File: config.mk
export PLATFORM = sky130hd
export DESIGN_NAME = booth_seq_ctrl
export DESIGN_NICKNAME = d
export VERILOG_FILES = /design/src/rtl/booth_pkg.sv /design/src/rtl/booth_step.sv /design/src/rtl/booth_seq_ctrl.sv
export SDC_FILE = /design/constraint.sdc
export NUM_CORES = 1
export LEC_CHECK = 0
export CAP_MARGIN = 10
export CORE_MARGIN = 8
export CORE_UTILIZATION = 60
export CTS_BUF_LIST = sky130_fd_sc_hd__clkbuf_4 sky130_fd_sc_hd__clkbuf_8
export DETAILED_ROUTE_END_ITERATION = 8
export DONT_BUFFER_PORTS = 1
export PLACE_DENSITY_LB_ADDON = 0.25
export SYNTH_ARGS = -nofsm -noshare
export SYNTH_HDL_FRONTEND = slang
export SYNTH_SLANG_ARGS = --single-unit
File: constraint.sdc
create_clock -name clk -period 5.55 [get_ports clk]
set_input_delay 1.665 -clock clk [delete_from_list [all_inputs] [get_ports clk]]
set_output_delay 1.665 -clock clk [all_outputs]
set_load 0.02 [all_outputs]
File: src/rtl/booth_pkg.sv
// Shared types for the sequential radix-2 Booth multiplier: width default,
// controller state encoding and the per-step Booth operation decode.
package booth_pkg;

    localparam int BOOTH_WIDTH = 32;

    typedef enum logic [1:0] {
        IDLE,
        RUN,
        DONE
    } state_e;

    typedef enum logic [1:0] {
        OP_NOP,
        OP_ADD,
        OP_SUB
    } booth_op_e;

    // {Q[0], q_m1}: 01 -> add M, 10 -> subtract M, otherwise no add
    function automatic booth_op_e booth_decode(input logic q0, input logic q_m1);
        case ({q0, q_m1})
            2'b01:   return OP_ADD;
            2'b10:   return OP_SUB;
            default: return OP_NOP;
        endcase
    endfunction

endpackage

File: src/rtl/booth_step.sv
// One combinational Booth iteration: optional add/sub of M into Acc, then an
// arithmetic right shift of {Acc, Q, q_m1} by one bit.
module booth_step
    import booth_pkg::*;
#(
    parameter int WIDTH = BOOTH_WIDTH
) (
    input  logic [WIDTH:0]   acc,
    input  logic [WIDTH-1:0] q,
    input  logic             q_m1,
    input  logic [WIDTH:0]   m,
    output logic [WIDTH:0]   acc_next,
    output logic [WIDTH-1:0] q_next,
    output logic             q_m1_next
);

    booth_op_e        op;
    logic [WIDTH:0]   sum;

    always_comb begin
        op = booth_decode(q[0], q_m1);
        unique case (op)
            OP_ADD:  sum = acc + m;
            OP_SUB:  sum = acc - m;
            default: sum = acc;
        endcase
        acc_next  = {sum[WIDTH], sum[WIDTH:1]};
        q_next    = {sum[0], q[WIDTH-1:1]};
        q_m1_next = q[0];
    end

endmodule

File: src/rtl/booth_seq_ctrl.sv
// Sequential radix-2 Booth multiply controller: valid/ready operand intake,
// WIDTH add/sub/shift steps over one shared WIDTH+1-bit adder, held result.
module booth_seq_ctrl
    import booth_pkg::*;
#(
    parameter int WIDTH = BOOTH_WIDTH
) (
    input  logic                 clk,
    input  logic                 rst,
    input  logic                 in_valid,
    output logic                 in_ready,
    input  logic [WIDTH-1:0]     a,
    input  logic [WIDTH-1:0]     b,
    output logic                 out_valid,
    input  logic                 out_ready,
    output logic [2*WIDTH-1:0]   result,
    output logic                 busy
);

    localparam int CW = $clog2(WIDTH + 1);

    state_e               state_q, state_d;
    logic [WIDTH:0]       m_q, m_d;
    logic [WIDTH:0]       acc_q, acc_d;
    logic [WIDTH-1:0]     q_q, q_d;
    logic                 q_m1_q, q_m1_d;
    logic [CW-1:0]        count_q, count_d;
    logic [2*WIDTH-1:0]   result_q, result_d;
    logic                 in_ready_q, in_ready_d;
    logic                 busy_q, busy_d;
    logic                 out_valid_q, out_valid_d;

    logic [WIDTH:0]       acc_step;
    logic [WIDTH-1:0]     q_step;
    logic                 q_m1_step;

    booth_step #(.WIDTH(WIDTH)) u_step (
        .acc       (acc_q),
        .q         (q_q),
        .q_m1      (q_m1_q),
        .m         (m_q),
        .acc_next  (acc_step),
        .q_next    (q_step),
        .q_m1_next (q_m1_step)
    );

    always_comb begin
        state_d  = state_q;
        m_d      = m_q;
        acc_d    = acc_q;
        q_d      = q_q;
        q_m1_d   = q_m1_q;
        count_d  = count_q;
        result_d = result_q;
        unique case (state_q)
            IDLE: begin
                if (in_valid) begin
                    m_d     = {a[WIDTH-1], a};
                    acc_d   = '0;
                    q_d     = b;
                    q_m1_d  = 1'b0;
                    count_d = '0;
                    state_d = RUN;
                end
            end
            RUN: begin
                acc_d   = acc_step;
                q_d     = q_step;
                q_m1_d  = q_m1_step;
                count_d = count_q + 1'b1;
                if (count_q == CW'(WIDTH - 1)) begin
                    result_d = {acc_step[WIDTH-1:0], q_step};
                    state_d  = DONE;
                end
            end
            DONE: begin
                if (out_ready) state_d = IDLE;
            end
            default: state_d = IDLE;
        endcase
        // Status outputs are registered from the next state so they track state_q exactly
        in_ready_d  = (state_d == IDLE);
        busy_d      = (state_d != IDLE);
        out_valid_d = (state_d == DONE);
    end

    always_ff @(posedge clk) begin
        if (rst) begin
            state_q     <= IDLE;
            m_q         <= '0;
            acc_q       <= '0;
            q_q         <= '0;
            q_m1_q      <= 1'b0;
            count_q     <= '0;
            result_q    <= '0;
            in_ready_q  <= 1'b1;
            busy_q      <= 1'b0;
            out_valid_q <= 1'b0;
        end else begin
            state_q     <= state_d;
            m_q         <= m_d;
            acc_q       <= acc_d;
            q_q         <= q_d;
            q_m1_q      <= q_m1_d;
            count_q     <= count_d;
            result_q    <= result_d;
            in_ready_q  <= in_ready_d;
            busy_q      <= busy_d;
            out_valid_q <= out_valid_d;
        end
    end

    assign in_ready  = in_ready_q;
    assign busy      = busy_q;
    assign out_valid = out_valid_q;
    assign result    = result_q;

endmodule

# [Word level (Yosys, flattened, before mapping)]
# Cells that the tools add are included.
[totals] regBits=173 in_bits=68 out_inout_bits=67 wordCells=43
[classes] addsub=3 n_eq_ne=9 n_mux=14 reduce_logical=7
[ops] operator="33-bit one-hot mux with 2 select lines" count=2
[ops] operator="32-bit one-hot mux with 2 select lines" count=1
[ops] operator="33-bit adder" count=1
[ops] operator="33-bit two-way mux" count=1
[ops] operator="33-bit subtractor" count=1
[ops] operator="32-bit two-way mux" count=1
[ops] operator="6-bit one-hot mux with 2 select lines" count=1
[ops] operator="2-bit == test (second input constant)" count=4
[ops] operator="6-bit by 1-bit adder with 6-bit output (second input constant)" count=1
[ops] operator="2-bit by 1-bit == test with 1-bit output (second input constant)" count=3
[ops] operator="6-bit by 5-bit == test with 1-bit output (second input constant)" count=1
[ops] operator="2-bit two-way mux" count=3
[ops] operator="6-bit two-way mux" count=1
[ops] operator="2-bit one-hot mux with 3 select lines" count=1
[ops] operator="2-bit AND reduction" count=3
[ops] operator="2-bit logical NOT" count=2
[ops] operator="2-bit one-hot mux with 2 select lines" count=1
[ops] operator="2-bit nonzero test" count=2
[ops] operator="2-bit != test (second input constant)" count=1
[ops] operator="1-bit one-hot mux with 2 select lines" count=1
[ops] operator="1-bit two-way mux" count=1

# [Depth between registers and ports, before layout]
# Gate-level depths: netlist of the first run.
[logic_depth] ltp_word=5 ltp_mapped=19 ltp_nobuf=18

# [By module]
# A second synthesis of the first run with hierarchy kept.
[unflattened] cells_unflattened=1245 area_unflattened_um2=10216.0
[modules_own_cells] module="booth_seq_ctrl" instances=1 cells_each=794 area_each_um2=7253.2 seq_area_each_um2=3463.3
[modules_own_cells] module="booth_step" instances=1 cells_each=451 area_each_um2=2962.8 seq_area_each_um2=0.0

# [Worst setup path after synthesis of the first run]
# No wires, ideal clock.
[synth_timing] path_kind="flip-flop to flip-flop" startpoint="register m_q[11]" endpoint="register result_q[59], in the netlist result[59]" setup_time_ns=0.086 t_arrival_ns=4.272 t_required_ns=5.464 slack_ns=1.192 stages_incl_launch_ff=18 path_buffers=1 synth_period_minus_slack_ns=4.358 cell_sequence="dfxtp_1 or4_4 nor4_1 nor2b_1 nand2_1 nor2_1 a21oi_1 xnor2_1 ha_1 clkbuf_1 a21o_1 a31oi_1 o211a_1 o21ai_1 a311o_1 or4b_1 and3_1 a211oi_1"
[synth_via] elab_chain_len=2 word_cells_on_any_way=3 classes_between="add/sub (2); mux (1)"
[synth_rtl] item="from (decl)" line="booth_seq_ctrl.sv:23" rtl="logic [WIDTH:0] m_q, m_d;"
[synth_rtl] item="from (signal assigned)" line="booth_seq_ctrl.sv:101" rtl="m_q <= m_d;"
[synth_rtl] item="33-bit subtractor or 33-bit adder (tied branches)" line="booth_step.sv:24, booth_step.sv:23"
[synth_rtl] item="33-bit one-hot mux with 2 select lines (*)" line="booth_step.sv:22" rtl="unique case (op)"
[synth_rtl] item="to (signal assigned)" line="booth_seq_ctrl.sv:106" rtl="result_q <= result_d;"
[synth_rtl] item="to (decl)" line="booth_seq_ctrl.sv:28" rtl="logic [2*WIDTH-1:0] result_q, result_d;"
# Every way passes the cells marked *; elsewhere a longest branch is shown, timed or not.
# A chain may end at the register's enable or synchronous reset.

# [Worst setup path in the final report of the first run]
# Same ends and word-level chain as after synthesis.

==> results.md, run 1 <==
- Status: finished, final reports clean
- Critical path required time: 5.94 ns
- Category of the worst setup path capture point: register
- Part of the total power dissipated in the clock network: between 30% and 40%
- Post-route DRC: 0
- Mean routed wirelength per cell: ~17 um
- Setup CP Type: reg2reg
- Final worst-path cycle share: between 80% and 90%
- Headroom to the max-slew limit: ~30%
- Vertical die dimension: around 140 um
- Largest net degree at the start of global routing: 174
- Share of cells above drive strength 1: 5.159%
- Root buffer cell: clkbuf_8
- Number of placement rows: 45
- Half-perimeter wire length of the detailed placement result: 16.74 mm
- Leakage: 3.597 nW
- Distinct cells, synth: 75
- Synth async-reset ratio: 0%
- Syn Area/Cell: just under 8 sq um
- Slowest cell on the critical path: or4_4
- Switching Share: between 30% and 40%
- Clk_skew: roughly 0.015 ns
- Final total negative setup slack: 0 ns
- Clock-pin slew of the registers on the worst-case setup and hold paths: about 0.1 ns
- Kind of start point of the critical path: register
- Clock tree from TritonCTS: yes
- Worst path setup slack after routing: about 0.77 ns
- Fin crit period: about 4.8 ns
- Total congestion overflow after global routing: 0
- Cells along the critical path: or4_4 > nor4_1 > nor2b_1 > nand2_1 > nor2_1 > a21oi_1 > xnor2_1 > ha_1 > a21o_1 > a31oi_1 > o211a_1 > o21ai_1 > a311o_1 > or4b_1 > and3_1 > a211oi_1
- Synthesized netlist net count: between 1,000 and 1,500
- Wire length of the first global-routing pass: approximately 38 mm
- Sum of internal, switching and leakage power: between 0.002 and 0.003 W
- Number of enable-type register cells in the synthesized netlist: 0
- WP buf/inv: 0
- Worst Hold Slack: 0.4362 ns
- Register bit count reported by yosys: about 170
- Combinational share of power: between 20% and 30%
- Number of buffers inserted by port buffering: 0
- Post-Synthesis Cells: approximately 1,200
- Last weighted congestion value of the routability-driven placer: ~0.94
- Count of buffers added by post-CTS timing repair for setup: 0
- ANT cells: 0
- Number of buffers inserted by hold repair at cts: 0
- Die outline width: roughly 140 um
- Synth Flop Type: dfxtp_1
- Internal cell power: roughly 0.0019 W
- Initial core utilization: about three fifths
- Yosys synthesis warning count: 0
- Post-placement setup slack: roughly 0.84 ns
- Maximum count of clock buffers along a single path: 2
- Via count normalized by instance count: between 6 and 7
- Total of max-cap violations: 0
- Number of hold violations in the final report: 0
- Antenna violations before repair: 0
- Sequential share of the synthesized area: between 30 and 40%
- Post-synth design cell area: between 0.009 and 0.01 sq mm
- Commonest non-fill, non-tap cells in the layout: nand2_1 (193), dfxtp_1 (172), a21oi_1 (152)
- RSZ-0062 raised after global routing: no
- Post-detailed-route count of antenna-violating nets: 0
- Via count: 8,172
- First-pass iteration count of the detailed router: 7
- Seq pwr share: a little under half
- Htree depth: 4
- DRC marker count from the first detailed-route iteration: between 600 and 700
- # nets final: 1,254
- Placed cell count: about 1,300
- Global routing usage summed across all routing layers: between 20% and 30%
- Class of the most critical hold timing path: reg2reg
- Most common cell after layout, fill and taps aside: nand2_1
- Arrival time worst endpoint: a little over 5 ns
- Highest achievable clock rate: 209.2 MHz
- Cell family contributing the most delay on the critical path: simple AND/OR/NAND/NOR gates
- Slew at the pin closest to its max-slew limit: around 1.1 ns
- Top Ports: between 100 and 150
- Longest individual stage delay on the worst path: ~0.57 ns
- Num CTS Buffers: 17
- Via count of the first global-routing pass: between 7,000 and 8,000
- Setup-violating endpoint count in the final report: 0
- Sink count of the clock tree: between 150 and 200
- Biggest fanout along the worst timing path: 9
- Number of slew-limit violations in the final report: 0
- Area added between synthesis and finish: 3.904%
- Core box area: around 0.015 sq mm
- Worst vdd ir: about 0.14 mV
- Full die area: approximately 0.020 sq mm
- P_sw: 0.0009675 W
- Insertion delay to the later sink of the worst-skew pair: between 0.4 and 0.5 ns
- Power density over cell area: 294.7 mW/mm^2
- Number of standard cells in the final layout excluding fillers: about 1,400
- Resized Gates After CTS: 0
- Final WL: approximately 23 mm
[registers in the layout (all words and copies together) (netlist names)]
| name | count |
|---|---|
| q_q | 32 |
| count_q | 6 |
| m_q | 32 |
| busy | 1 |
| result | 64 |
| in_ready | 1 |
| state_q | 2 |
| out_valid | 1 |
| q_m1_q | 1 |
| acc_q | 32 |
[tightest hold or removal path, cell delays in order, from the launching register on]
cell and delay, ns:
dfxtp_1 0.32, nand2_1 0.05, a21oi_1 0.05
[cell usage after synthesis (3+ instances only)]
cell	count	area, sq um
a211oi_1	30	225.2
a21o_1	21	157.7
a21oi_1	152	760.7
a221oi_1	20	175.2
a22oi_1	18	135.1
a31oi_1	10	62.56
a32oi_1	3	26.28
and2_1	5	31.28
and3_1	11	68.82
buf_1	7	26.28
clkbuf_1	71	266.5
dfxtp_1	172	3443
ha_1	35	437.9
inv_1	52	195.2
mux2_2	3	33.78
mux2i_1	8	80.08
nand2_1	194	728.2
nand2b_1	6	37.54
nand3_1	17	85.08
nand3b_1	7	52.55
nand4_1	4	25.02
nor2_1	119	446.7
nor2b_1	11	68.82
nor3_1	22	110.1
nor3b_1	7	52.55
nor4b_1	3	26.28
o2111ai_1	3	26.28
o211ai_1	7	52.55
o21a_1	8	60.06
o21ai_0	42	210.2
o21ai_1	4	20.02
o21bai_1	5	37.54
o22ai_1	20	125.1
o31ai_1	5	37.54
or3_1	3	18.77
xnor2_1	42	367.9
xor2_1	12	105.1
[final cells by class]
class | instances | area [sq um]
clock buffers | 17 | 234.0
clock inverters | 15 | 147.6
fillers | 1389 | 5488
inverters | 53 | 198.9
multi-input cells | 897 | 5331
flip-flops and latches | 172 | 3443
well taps | 188 | 235.2
repair buffers | 9 | 67.56
[logic make-up after synthesis]
group,after synthesis,synth area share [%]
flops,172,37.04
fa+ha+maj,36,4.927
mux,11,1.225
simple gates,422,20.26
compound gates,374,25.52
buf+inv,138,5.936
xor+xnor,54,5.088
[power groups by stage]
| stage | clock network [W] | registers [W] | logic (W) |
|---|---|---|---|
| floorplan | 0 | 0.00134 | 0.000557 |
| global placement | 0 | 0.00136 | 0.000641 |
| detailed placement | 0 | 0.00136 | 0.000653 |
| CTS | 0.000870 | 0.00133 | 0.000656 |
| global route | 0.000923 | 0.00134 | 0.000737 |
| finish | 0.000854 | 0.00133 | 0.000661 |
[per-layer routing]
| layer | vias to the layer above | track usage, % | routed length (um) |
|---|---|---|---|
| met3 | 23 | 5.607 | 1789 |
| met4 | 0 | 7.240 | 346 |
| met1 | 3778 | 32.24 | 11100 |
| met2 | 244 | 34.53 | 10060 |
| met5 | - | 0 | 0 |
| li1 | 4127 | - | - |
[metrics by stage]
| step | utilization [%] | area [sq um] |
|---|---|---|
| final | 63.77 | 9658 |
| after global routing | 63.77 | 9658 |
| after CTS | 63.77 | 9658 |
| after detailed placement | 61.25 | 9276 |
| after global placement | 61.25 | 9276 |
| after floorplan | - | 9295 |
[path summary, 6_finish.rpt]
check                           startpoint          to  slack (ns)  cells past startpoint
worst min-delay path               q_q[30]  result[29]        0.44                      2
worst max register to register     m_q[11]  result[59]        0.77                     16
worst max-delay path               m_q[11]  result[59]        0.77                     16
worst min register to register     q_q[30]  result[29]        0.44                      2
No activity file was read; power rests on OpenSTA's default activity.
==> run 2: changes to the inputs <==
--- a/config.mk
+++ b/config.mk
@@ -14,4 +14,5 @@
 export PLACE_DENSITY_LB_ADDON = 0.25
 export SYNTH_ARGS = -nofsm -noshare
 export SYNTH_HDL_FRONTEND = slang
+export SYNTH_HIERARCHICAL = 1
 export SYNTH_SLANG_ARGS = --single-unit
==> results.md, run 2 <==
- Status: finished, final reports clean (unchanged)
- Top Ports: 135 (unchanged)
- Headroom to the max-slew limit: 24.26% (was 29.59%)
- Biggest fanout along the worst timing path: 8 (was 9)
- Highest achievable clock rate: 215.3 MHz (was 209.2 MHz)
- Fin crit period: 4.644 ns (was 4.780 ns)
- R2R Setup Slk: 0.91 ns (was 0.77 ns)
- Root buffer cell: clkbuf_8 (unchanged)
- Worst path setup slack after routing: 0.9060 ns (was 0.7698 ns)
- Vertical die dimension: 146.5 um (was 140.5 um)
- Startpoint of the lowest-slack hold path: q_q[13] (was q_q[30])
- Detail Route met3 WL: 992 um (was 1.789 mm)
- Global routing usage summed across all routing layers: 20.82% (was 23.16%)
- Number of flip-flops in the largest register: 64 (unchanged)
- Htree depth: 4 (unchanged)
- Final WL: 22.39 mm (was 23.29 mm)
- Core box area: 0.01664 sq mm (was 0.01515 sq mm)
- Most common cell after layout, fill and taps aside: dfxtp_1 (was nand2_1)
- Category of the worst setup path capture point: register (unchanged)
- Resized Gates After CTS: 0 (unchanged)
- Highest metal used: met4 (unchanged)
- Die outline width: 146.5 um (was 140.5 um)
- Share of the synthesized area in the top cell type: 33.90% (was 37.04%)
- Number of enable-type register cells in the synthesized netlist: 0 (unchanged)
- Via count of the first global-routing pass: 7,433 (was 7,367)
- Number of buffers inserted by port buffering: 0 (unchanged)
- Kind of start point of the critical path: register (unchanged)
- Cells along the critical path: or3_1 > or3_1 > nor2_1 > nand2_1 > nor2_1 > nand2_1 > nor3_1 > nor2_1 > xnor2_1 > ha_1 > a21o_1 > a21oi_1 > o21bai_1 > a2111oi_0 > nor2_1 > o31ai_1 > and3_1 > o21ai_0 > xnor2_1 > a22oi_1 > nor2_1 (was or4_4 > nor4_1 > nor2b_1 > nand2_1 > nor2_1 > a21oi_1 > xnor2_1 > ha_1 > a21o_1 > a31oi_1 > o211a_1 > o21ai_1 > a311o_1 > or4b_1 > and3_1 > a211oi_1)
- Distinct cells, synth: 62 (was 75)
- Largest net degree at the start of global routing: 237 (was 174)
- # nets final: 1,264 (was 1,254)
- Power density over cell area: 278.5 mW/mm^2 (was 294.7 mW/mm^2)
- Last weighted congestion value of the routability-driven placer: 0.8521 (was 0.9400)
- Clk_skew: 0.01429 ns (was 0.01486 ns)
- Syn Area/Cell: 8.206 sq um (was 7.701 sq um)
- Post-route cell area: 0.01030 sq mm (was 0.009658 sq mm)
- Most used cell along the critical path: nor2_1
- Post-placement setup slack: 0.9535 ns (was 0.8400 ns)
- Wire length of the first global-routing pass: 37.36 mm (was 37.76 mm)
- Synthesized netlist net count: 1,349 (was 1,311)
- Slowest cell on the critical path: a2111oi_0 (was or4_4)
- Count of buffers added by post-CTS timing repair for setup: 0 (unchanged)
- First-pass iteration count of the detailed router: 4 (was 7)
- Total of max-cap violations: 0 (unchanged)
- Post-synth design cell area: 0.01022 sq mm (was 0.009295 sq mm)
- Longest individual stage delay on the worst path: 0.41 ns (was 0.57 ns)
- Post-detailed-route count of antenna-violating nets: 0 (unchanged)
- Sink count of the clock tree: 173 (was 172)
- Cell type with the highest aggregate area in the netlist: dfxtp_1 (unchanged)
- Post-Synthesis Cells: 1,245 (was 1,207)
- Via count normalized by instance count: 5.625 (was 6.049)
- Total congestion overflow after global routing: 0 (unchanged)
- Full die area: 0.02146 sq mm (was 0.01973 sq mm)
- Cell depth of the worst hold path: 2 (unchanged)
- Met1 wire length: 10.82 mm (was 11.10 mm)
- Ranking of synthesized cells by instance count: dfxtp_1 (173), nand2b_1 (163), nand2_1 (120), nor2_1 (115), a21oi_1 (111) (was nand2_1 (194), dfxtp_1 (172), a21oi_1 (152), nor2_1 (119), clkbuf_1 (71))
- Initial core utilization: 61.39% (was 61.37%)
- Endpoint of the worst hold-timing path: result[12] (was result[29])
- Clock-pin slew of the registers on the worst-case setup and hold paths: 0.09 ns (was 0.10 ns)
- Clock tree from TritonCTS: yes (unchanged)
- Half-perimeter wire length of the detailed placement result: 15.52 mm (was 16.74 mm)
- Number of buffers inserted by hold repair at cts: 0 (unchanged)
- Antenna violations before repair: 0 (unchanged)
- Synth area leaders: dfxtp_1 (34%), nand2b_1 (10%), mux2i_1 (6.6%) (was dfxtp_1 (37%), a21oi_1 (8.2%), nand2_1 (7.8%))
- Num CTS Buffers: 17 (unchanged)
- Number of hold violations in the final report: 0 (unchanged)
- Maximum count of clock buffers along a single path: 2 (unchanged)
- DR WL met2: 10.34 mm (was 10.06 mm)
- Setup CP Type: reg2reg (unchanged)
- Via count: 7,836 (was 8,172)
- Synth Flop Type: dfxtp_1 (unchanged)
- Worst vdd ir: 0.1815 mV (was 0.1380 mV)
- Reg2Reg Depth: 21 (was 16)
- Launching point of the worst reg2reg path: m_q[7] (was m_q[11])
- Register bit count reported by yosys: 173 (was 172)
- Slew at the pin closest to its max-slew limit: 1.136 ns (was 1.054 ns)
- DRC marker count from the first detailed-route iteration: 458 (was 606)
- Sequential share of the synthesized area: 33.90% (was 37.04%)
- Area added between synthesis and finish: 0.8208% (was 3.904%)
- Footprint of the multi-input gates: 0.006011 sq mm (was 0.005331 sq mm)
- Number of placement rows: 47 (was 45)
- Most frequent cell after synthesis: dfxtp_1 (was nand2_1)
- Area taken by flip-flops and latches: 0.003465 sq mm (was 0.003443 sq mm)
- Yosys synthesis warning count: 6 (was 0)
- Mean routed wirelength per cell: 16.08 um (was 17.24 um)
- Total placed instance area: 0.009901 sq mm (was 0.009276 sq mm)
- Commonest non-fill, non-tap cells in the layout: dfxtp_1 (172), nand2b_1 (163), nand2_1 (120) (was nand2_1 (193), dfxtp_1 (172), a21oi_1 (152))
- Post-route DRC: 0 (unchanged)
- Insertion delay to the later sink of the worst-skew pair: 0.46 ns (was 0.47 ns)
- Number of slew-limit violations in the final report: 0 (unchanged)
- Synth async-reset ratio: 0% (unchanged)
- Arrival time worst endpoint: 5.04 ns (was 5.17 ns)
- Setup-violating endpoint count in the final report: 0 (unchanged)
- Final worst-path cycle share: 83.68% (was 86.13%)
- Leakage: 3.695 nW (was 3.597 nW)
- Class of the most critical hold timing path: reg2reg (unchanged)
- Share of cells above drive strength 1: 5.631% (was 5.159%)
- Fill cells: 1,558 (was 1,389)
- RSZ-0062 raised after global routing: no (unchanged)
- Final total negative setup slack: 0 ns (unchanged)
- Reg-to-reg critical path endpoint: acc_q[32] (was result[59])
- Worst Hold Slack: 0.4866 ns (was 0.4362 ns)
- Critical path required time: 5.94 ns (about the same)
[run 2: logic make-up after synthesis]
family / share of synthesized area [%]
and+or+nand+nor: 26.85
AOI/OAI and AO/OA: 15.09
adders and majority gates: 4.483
xor gates and xnor gates: 5.058
buffers and inverters: 7.471
DFF: 33.90
muxes: 7.152
[run 2: report_power, final]
group / total (W) / leakage [nW] / internal [W] / switching, W
clock: 0.000892 / 0.196 / 0.000425 / 0.000467
combinational: 0.000641 / 2.09 / 0.000278 / 0.000363
sequential: 0.00134 / 1.41 / 0.00129 / 0.0000472
[run 2: stage by stage]
stage	utilization, %	total power (W)	cells
2_1_floorplan	-	0.001931	1245
3_3_place_gp	59.49	0.001992	1361
3_5_place_dp	59.49	0.002002	1361
4_1_cts	61.88	0.002898	1392
5_1_grt	61.88	0.003040	1392
6_report	61.89	0.002868	1393
[run 2: critical path: cells and delay by family (launching register included)]
family / cells / cell delay, ns
fa+ha+maj: 1 / 0.38
simple gates: 11 / 2.11
compound gates: 7 / 1.32
xor+xnor: 2 / 0.39
flops: 1 / 0.36
[run 2: metal layers]
metal	track usage, %	up-vias
met1	27.12	3606
met5	0	-
met2	34.10	166
met3	4.357	16
met4	5.873	0
li1	-	4048
[run 2: how the worst max path moves through the flow]
stage          startpoint         end  slack (ns)  depth (start not counted)
4_1_cts            m_q[7]   acc_q[32]        0.94                         21
3_3_place_gp       m_q[7]  result[63]        1.08                         21
2_1_floorplan      m_q[9]   acc_q[32]        1.31                         22
5_1_grt            m_q[7]   acc_q[32]        0.54                         21
3_5_place_dp       m_q[7]   acc_q[32]        0.95                         21
6_report           m_q[7]   acc_q[32]        0.91                         21
[run 2: final cells by class]
| cell class | instances | area share (%) |
|---|---|---|
| Antenna cell | 1 | 0.02430 |
| Clock buffer | 19 | 2.539 |
| Clock inverter | 12 | 1.312 |
| Inverter | 20 | 0.7289 |
| Multi-Input combinational cell | 938 | 58.36 |
| Sequential cell | 173 | 33.64 |
| Tap cell | 220 | 2.672 |
| Timing Repair Buffer | 10 | 0.7289 |
